$ cat src/rtl/dll_tx_arbiter_pkg.sv
// Shared DLL transmit-side types: link-state encoding, beat width and the
// arbiter state type.
package dll_tx_arbiter_pkg;

  localparam int DLL_BEAT_W = 256;

  typedef enum logic [1:0] {
    DL_INACTIVE = 2'd0,
    DL_ACTIVE   = 2'd3
  } dlcm_state_t;

  typedef enum logic {
    ARB_IDLE = 1'b0,
    ARB_TLP  = 1'b1
  } arb_state_t;

endpackage

$ cat src/rtl/dll_pipe_out_reg.sv
// Single-entry valid/ready output register for PIPE-facing beat streams.
// The producer may load only while stage_ready_o is high.
module dll_pipe_out_reg #(
  parameter int W = 256
) (
  input  logic         sclk,
  input  logic         srst_n,
  input  logic         load_i,
  input  logic [W-1:0] data_i,
  input  logic         pipe_ready_i,
  output logic         stage_ready_o,
  output logic         valid_o,
  output logic [W-1:0] data_o
);

  assign stage_ready_o = !valid_o || pipe_ready_i;

  // Data is left untouched on drain so the bus does not toggle needlessly.
  always_ff @(posedge sclk or negedge srst_n) begin
    if (!srst_n) begin
      valid_o <= 1'b0;
      data_o  <= '0;
    end else if (load_i) begin
      valid_o <= 1'b1;
      data_o  <= data_i;
    end else if (pipe_ready_i) begin
      valid_o <= 1'b0;
    end
  end

endmodule

$ cat src/rtl/dll_tx_arbiter.sv
// Merges DLLPs and TLPs onto the DLL-to-PIPE beat stream, DLLP priority at
// TLP boundaries with a bounded burst so a waiting TLP cannot starve.
//   state    | meaning
//   ARB_IDLE | at a TLP boundary, DLLP or TLP sop may be granted
//   ARB_TLP  | locked inside a multi-beat TLP until its eop beat
module dll_tx_arbiter
  import dll_tx_arbiter_pkg::*;
#(
  parameter int DATA_W         = DLL_BEAT_W,
  parameter int DLLP_MAX_BURST = 4
) (
  input  logic              sclk,
  input  logic              srst_n,
  input  logic [1:0]        dlcm_state_i,
  input  logic              dllp_valid_i,
  input  logic [DATA_W-1:0] dllp_data_i,
  output logic              arb_ready_o,
  input  logic              tlp_valid_i,
  input  logic [DATA_W-1:0] tlp_data_i,
  input  logic              tlp_sop_i,
  input  logic              tlp_eop_i,
  output logic              tlp_ready_o,
  input  logic              pipe_ready_i,
  output logic              dll2pipe_valid_o,
  output logic [DATA_W-1:0] dll2pipe_data_o,
  output logic              err_o
);

  localparam logic [3:0] MAX_BURST = 4'(DLLP_MAX_BURST);

  arb_state_t        state;
  logic [3:0]        burst_cnt;
  logic              stage_ready;
  logic              dllp_ok;
  logic              tlp_ok;
  logic              orphan;
  logic              dllp_gnt;
  logic              tlp_gnt;
  logic              drop;
  logic [DATA_W-1:0] load_data;

  assign dllp_ok = dllp_valid_i && (dlcm_state_i != DL_INACTIVE);
  assign tlp_ok  = tlp_valid_i && tlp_sop_i && (dlcm_state_i == DL_ACTIVE);
  assign orphan  = tlp_valid_i && !tlp_sop_i;

  // Orphan drops bypass stage_ready: they never occupy the output stage.
  always_comb begin
    dllp_gnt = 1'b0;
    tlp_gnt  = 1'b0;
    drop     = 1'b0;
    if (srst_n) begin
      if (state == ARB_IDLE) begin
        if (stage_ready && dllp_ok && (!tlp_ok || burst_cnt < MAX_BURST))
          dllp_gnt = 1'b1;
        else if (stage_ready && tlp_ok)
          tlp_gnt = 1'b1;
        else if (orphan)
          drop = 1'b1;
      end else begin
        tlp_gnt = tlp_valid_i && stage_ready;
      end
    end
  end

  assign arb_ready_o = dllp_gnt;
  assign tlp_ready_o = tlp_gnt || drop;
  assign load_data   = dllp_gnt ? dllp_data_i : tlp_data_i;

  always_ff @(posedge sclk or negedge srst_n) begin
    if (!srst_n) begin
      state     <= ARB_IDLE;
      burst_cnt <= '0;
      err_o     <= 1'b0;
    end else begin
      err_o <= drop;
      if (state == ARB_IDLE) begin
        if (tlp_gnt) begin
          burst_cnt <= '0;
          if (!tlp_eop_i) state <= ARB_TLP;
        end else if (!tlp_ok) begin
          burst_cnt <= '0;
        end else if (dllp_gnt && burst_cnt < MAX_BURST) begin
          burst_cnt <= burst_cnt + 4'd1;
        end
      end else if (tlp_gnt && tlp_eop_i) begin
        state <= ARB_IDLE;
      end
    end
  end

  dll_pipe_out_reg #(.W(DATA_W)) u_out_reg (
    .sclk          (sclk),
    .srst_n        (srst_n),
    .load_i        (dllp_gnt || tlp_gnt),
    .data_i        (load_data),
    .pipe_ready_i  (pipe_ready_i),
    .stage_ready_o (stage_ready),
    .valid_o       (dll2pipe_valid_o),
    .data_o        (dll2pipe_data_o)
  );

endmodule
$ cat config.mk
export PLATFORM = sky130hd
export DESIGN_NAME = dll_tx_arbiter
export DESIGN_NICKNAME = d
export VERILOG_FILES = /design/src/rtl/dll_tx_arbiter_pkg.sv /design/src/rtl/dll_pipe_out_reg.sv /design/src/rtl/dll_tx_arbiter.sv
export SDC_FILE = /design/constraint.sdc
export NUM_CORES = 1
export LEC_CHECK = 0
export CAP_MARGIN = 20
export CORE_AREA = 2 2 304 306
export CTS_BUF_LIST = sky130_fd_sc_hd__clkbuf_8
export DETAILED_ROUTE_END_ITERATION = 8
export DIE_AREA = 0 0 306 308
export MAX_ROUTING_LAYER = met4
export SLEW_MARGIN = 30
export SYNTH_ARGS = -nofsm -noshare
export SYNTH_HDL_FRONTEND = slang
export SYNTH_SLANG_ARGS = --single-unit
$ cat constraint.sdc
create_clock -name sclk -period 2.2 [get_ports sclk]
set_input_delay 0.33 -clock sclk [delete_from_list [all_inputs] [get_ports sclk]]
set_output_delay 0.33 -clock sclk [all_outputs]
set_load 0.03 [all_outputs]
==> results.cfg <==
[placed_design]
hpwl_um = 57740
port_buffers = 780
dpl_cell_area_sq_um = 22650
globalplace.congestion = 0.8713

[floorplan]
die_area_sq_um = 94250
ios = 781
core_sq_um = 90970
core.rowCount = 111
die_y_um = 308
fp.dieW_um = 306
start_util_pct = 13.83

[drt]
drc = 0
vias = 14680
drt_iter0_markers = 1113
drt_pre_antenna_iters = 5
routed_via_density = 4.145
ant_nets = 0
avgRoutedWirePerCell_um = 20.59
wirelength_um = 72960

[logic_synthesis]
synthXorXnorAreaFrac_pct = 0
syn-num-nets = 1993
synth_cell_types = 26
muxShareOfSynthArea_pct = 0
synth_compound_gate_area_share_pct = 16.19
netlist_instances = 1471
synth_adder_area_share_pct = 0.09944
synth-simple-area-share_pct = 26.31
avgSynthCellArea_sq_um = 8.553
synth_top_family_by_area = simple AND/OR/NAND/NOR gates
ys_ff_latch = 263
netlist_area_sq_um = 12580
ys_seq_area_share_pct = 52.31
yosysWarnings = 0

[finish]
num-fill-cells = 9786
area_growth_pct = 90.07
drive_gt1_share_pct = 10.02
final_nets = 2834
finalInstanceArea_sq_um = 23910

[grt]
grt_overflow_total = 0
grt_pass1_vias = 14690
grt_pass1_wl_um = 102600
grtUsageTotal_pct = 15.13
antenna_found_initial = 21
grt_max_degree = 123

[timing]
finalHoldViolCount = 0
setup_slack_ps = -96.30
fin_crit_sh_pct = 104.4
whs_ps = 196.4
finClkSkew_ps = 13.88
relSlewSlack_pct = 38.87
fin_crit_ps = 2296
finalSetupViolations = 2
rsz0062_at_grt = yes
drv_slew = 0
tightest_slew_ps = 917.0
fmax_mhz = 435.5

[pwr]
ir_drop_v = 0.0005759
p_per_area_nw_per_um2 = 880.7
power_mw = 21.06
leakagePower_nw = 9.285

[worst_setup_path]
cp_cell_sequence = or2_4 -> a2111o_2 -> inv_8 -> buf_6
r2r_start = burst_cnt[3]$_DFFE_PN0P_
crit_type = register to primary output
worstSetupStartpoint = burst_cnt[3]$_DFFE_PN0P_
cp.required_ps = 1870
slowest_delay_ps = 480
r2r_setup_slack_ps = 30
critical-path-top-delay-family = compound AO/OA/AOI/OAI gates
cp-end-kind = primary output
r2r_cells = 8
start_kind = register
cp.buffers_inverters = 2
worst_ep_arrival_time_ps = 1970
worst_path_max_delay_cell = a2111o_2
r2r-end = u_out_reg.data_o[15]$_DFFE_PN0P_
path_max_fanout = 2

[clocking]
cts_buffers = 52
htree_levels = 2
clkLatencyLatePin_ps = 630
clockBufferDepth = 3
cts_root_buf = clkbuf_8
cts.clk_slew.worst_paths_ps = 60
clkSinkCount = 263
cts_tree = done

[min_path]
hold_path_class = input port to register
min_from = srst_n
hold_depth = 4

[run_status]
status = complete, but fails checks
violations = setup timing

[flow_run]
cap_violations = 0
## layout by cell type (no fill, tap or decap), types with 2 or more instances in the layout
cell and instances:
clkdlybuf4s50_1 770, nand2_1 513, dfrtp_1 263, nand3_1 257, o211ai_1 257, buf_4 113
clkbuf_8 66, buf_12 32, inv_1 21, diode_2 11, dlygate4sd2_1 6, o21ai_0 5
buf_6 5, nor2_1 4, nand4_1 3, a21oi_1 3, clkinv_2 3, nand2b_1 2
nor2b_4 2, a2111oi_4 2, a31oi_1 2, buf_8 2
## area by class of cell
class                   instances  area, sq um  area share, %
clock inverters                22        117.6         0.4918
well taps                    1186         1484          6.205
inverters                       6        32.53         0.1360
diodes                         11        27.53         0.1151
clock buffers                  66        908.4          3.798
repair buffers                929         9345          39.08
flip-flops and latches        263         6581          27.52
multi-input cells            1060         5418          22.65
## metal layers
metal	up-vias	routed length, um	global-route usage (%)
met2	690	34310	24.33
li1	6833	-	-
met3	105	5986	4.824
met5	-	0	-
met1	7056	31190	18.44
met4	0	1484	3.460
## cells in the mapped netlist, drive strengths merged
master   number  area share, %
and2          1          0.050
clkinv        1          0.030
ha            1          0.099
nand3       257             10
inv           5           0.15
nand4         3           0.15
nand2       514             15
a2111o        1          0.089
o211ai      257             15
buf          67            2.7
nand2b        3           0.15
a31oi         2          0.099
nor3          1          0.040
or2           1          0.050
o21a          1          0.060
nor2b         2          0.099
nor2          5           0.15
dfrtp       263             52
and4          1          0.070
o21ai         5           0.20
a2111oi       2           0.29
clkbuf       75            2.2
a21oi         3           0.12
## state kept, by name, indices dropped and copies added (netlist names), named ones only
| signal | cells |
|---|---|
| burst_cnt | 4 |
| err_o | 1 |
| u_out_reg.data_o | 256 |
| u_out_reg.valid_o | 1 |
## worst min-delay path, cell delays in order
cell and delay [ps]:
buf_8 110, inv_1 130, nor3_1 70, a21oi_1 130
## worst max-delay path by stage
stage	end	slack [ps]	depth (start not counted)
floorplan	arb_ready_o	130	5
global placement	tlp_ready_o	-500	6
detailed placement	tlp_ready_o	-390	6
CTS	arb_ready_o	-180	4
global route	arb_ready_o	-200	4
finish	arb_ready_o	-100	4
## cell families (layout without fill, tap and decap cells)
kind of cell,count (synthesis),count (layout)
other,0,11
flip-flops,263,263
AO/OA/AOI/OAI,271,271
adder cells (fa/ha/maj),1,1
buffers and inverters,148,1023
AND/OR/NAND/NOR,788,788
## metrics by stage
step           TNS (ps)  setup WS, ps  std cells  util (%)
4_1_cts          -315.9        -182.0       3524     26.16
5_1_grt           -1758        -195.8       3543     26.29
3_3_place_gp     -66460        -496.5       3426     24.90
3_5_place_dp     -62910        -386.3       3426     24.90
6_report         -159.5        -96.30       3543     26.29
2_1_floorplan         0         126.2       1471         -
## power breakdown
part / switching (mW) / internal (mW)
Clock: 2.33 / 2.78
Combinational: 5.02 / 4.01
Sequential: 0.807 / 6.12
## timing repair
| action | in CTS | in global routing |
|---|---|---|
| hold buffers | 1 | 0 |
| pin swaps | 4 | 3 |
| gates resized for setup | 20 | 7 |
| setup buffers | 10 | 8 |
| endpoints found under the setup margin | 8 | 115 |
| endpoints found under the hold margin | 91 | 0 |
Power figures use the tool's default switching activity.
==> variant, RTL diff (config.mk and constraints unchanged) <==
Change the package constant `DLL_BEAT_W` from 256 to 248.
--- a/src/rtl/dll_tx_arbiter_pkg.sv
+++ b/src/rtl/dll_tx_arbiter_pkg.sv
@@ -4,3 +4,3 @@
 
-  localparam int DLL_BEAT_W = 256;
+  localparam int DLL_BEAT_W = 248;
 
Ports: changed (resized dll2pipe_data_o, dllp_data_i and tlp_data_i); port bits go from 781 to 757. No check against the original RTL was run, so the function may have changed too.
==> variant against the unedited design <==
  * The flow still finishes with violations (setup timing)
  * Synthesized cell count shrank 3.1%
  * Total power shrank 4.2%
  * Sequential share of layout area shrank 0.14 points
  * Via count shrank 2.6%
  * Area after synthesis shrank 3.1%
  * Final area shrank 2.5%
  * Critical endpoint unchanged
  * Fmax shrank 3.3%
  * Final cell count shrank 1.7%
  * Sequential cell count shrank 8
  * Setup slack lost 0.078 ns
  * First-iteration DRC count shrank 20%
  * Wire length shrank 8.5%
==> variant: results (changes against the unedited design) <==
metric;value;unit;change
DRT Pass-1 Iters;4;;-1
outcome;finished, violations left;;
DR vias/cell;4.10;;-0.99%
#MultiIn Comb;1028;;-3.0%
Mapped Cells;1426;;-3.1%
final setup vio count;2;;unchanged
Non-CTS buffers;914;;-1.6%
met1 GRT Util;15.9;%;-2.5 points
Peak supply drop;0.460;mV;-20%
worst slew pin tran;0.904;ns;-0.0133 ns
filler instances;9788;;+0.020%
final worst-path setup slack;-0.174;ns;-0.0775 ns
ant diodes;7;;-4
pre-CTS WS;-0.361;ns;+0.0257 ns
critical path's largest stage delay;0.51;ns;+0.03 ns
GRT met2 Usage;22.8;%;-1.5 points
skew final;0.0228;ns;+0.00889 ns
Detail Route met3 WL;6140;um;+2.6%
number of clock-tree buffers in the layout;58;;-12%
fraction of area in multi-input gates;22.6;%;-0.099 points
Post-synth top cells;nand2_1, dfrtp_1, nand3_1, o211ai_1, clkbuf_1;;
post-synthesis sequential area ratio;52.3;%;about the same
Num CTS Buffers;50;;-3.8%
clock-cell share of area;4.04;%;-0.25 points
failing checks;setup timing;;
Post-DP HPWL;52300;um;-9.4%
variant: path summary, 6_finish.rpt:
path                               from               endpoint  slack, ns  depth (start not counted)
max                        burst_cnt[3]            arb_ready_o      -0.17                          5
min                              srst_n                  err_o       0.16                          4
max reg2reg                burst_cnt[3]  u_out_reg.data_o[143]       0.12                          8
min reg2reg                burst_cnt[0]           burst_cnt[0]       0.50                          1
max in group asynchronous        srst_n  u_out_reg.data_o[117]       0.56                          4
min in group asynchronous        srst_n   u_out_reg.data_o[30]       0.58                          3
variant: where the power goes:
group | total (mW) | switching (mW) | internal [mW]
clock network | 4.71 | 2.23 | 2.48
registers | 6.70 | 0.774 | 5.93
logic | 8.76 | 4.85 | 3.91
total | 20.2 | 7.85 | 12.3
variant: cell families after synthesis:
family	Yosys count	share of synthesized area, %
and+or+nand+nor	764	26.3
DFF	255	52.3
AOI/OAI and AO/OA	263	16.2
buffers and inverters	143	5.05
adders and majority gates	1	0.103
variant: stage by stage:
stage	cell area, um^2	setup TNS [ns]	utilization [%]	power (mW)
after global placement	22200	-65.05	24.4	15.5
after floorplan	12200	0	-	10.8
after CTS	23300	-0.384	25.6	20.5
after detailed placement	22200	-70.31	24.4	15.5
final	23300	-0.275	25.6	20.2
after global routing	23300	-0.491	25.6	21.2
variant: what timing repair did:
item                                    CTS  global route
hold buffers                              1             0
pin swaps                                 6             0
setup buffers                            12             0
endpoints found under the hold margin    99             0
endpoints found under the setup margin    7             5
resized for setup                        25             3
variant: worst reg2reg max path, stage by stage (launching register included):
cell and delay (ns):
dfrtp_1 0.38, or2_4 0.25, a2111o_2 0.51, inv_8 0.08, buf_4 0.14, buf_12 0.19, buf_4 0.27, nand2_1 0.10
o211ai_1 0.10
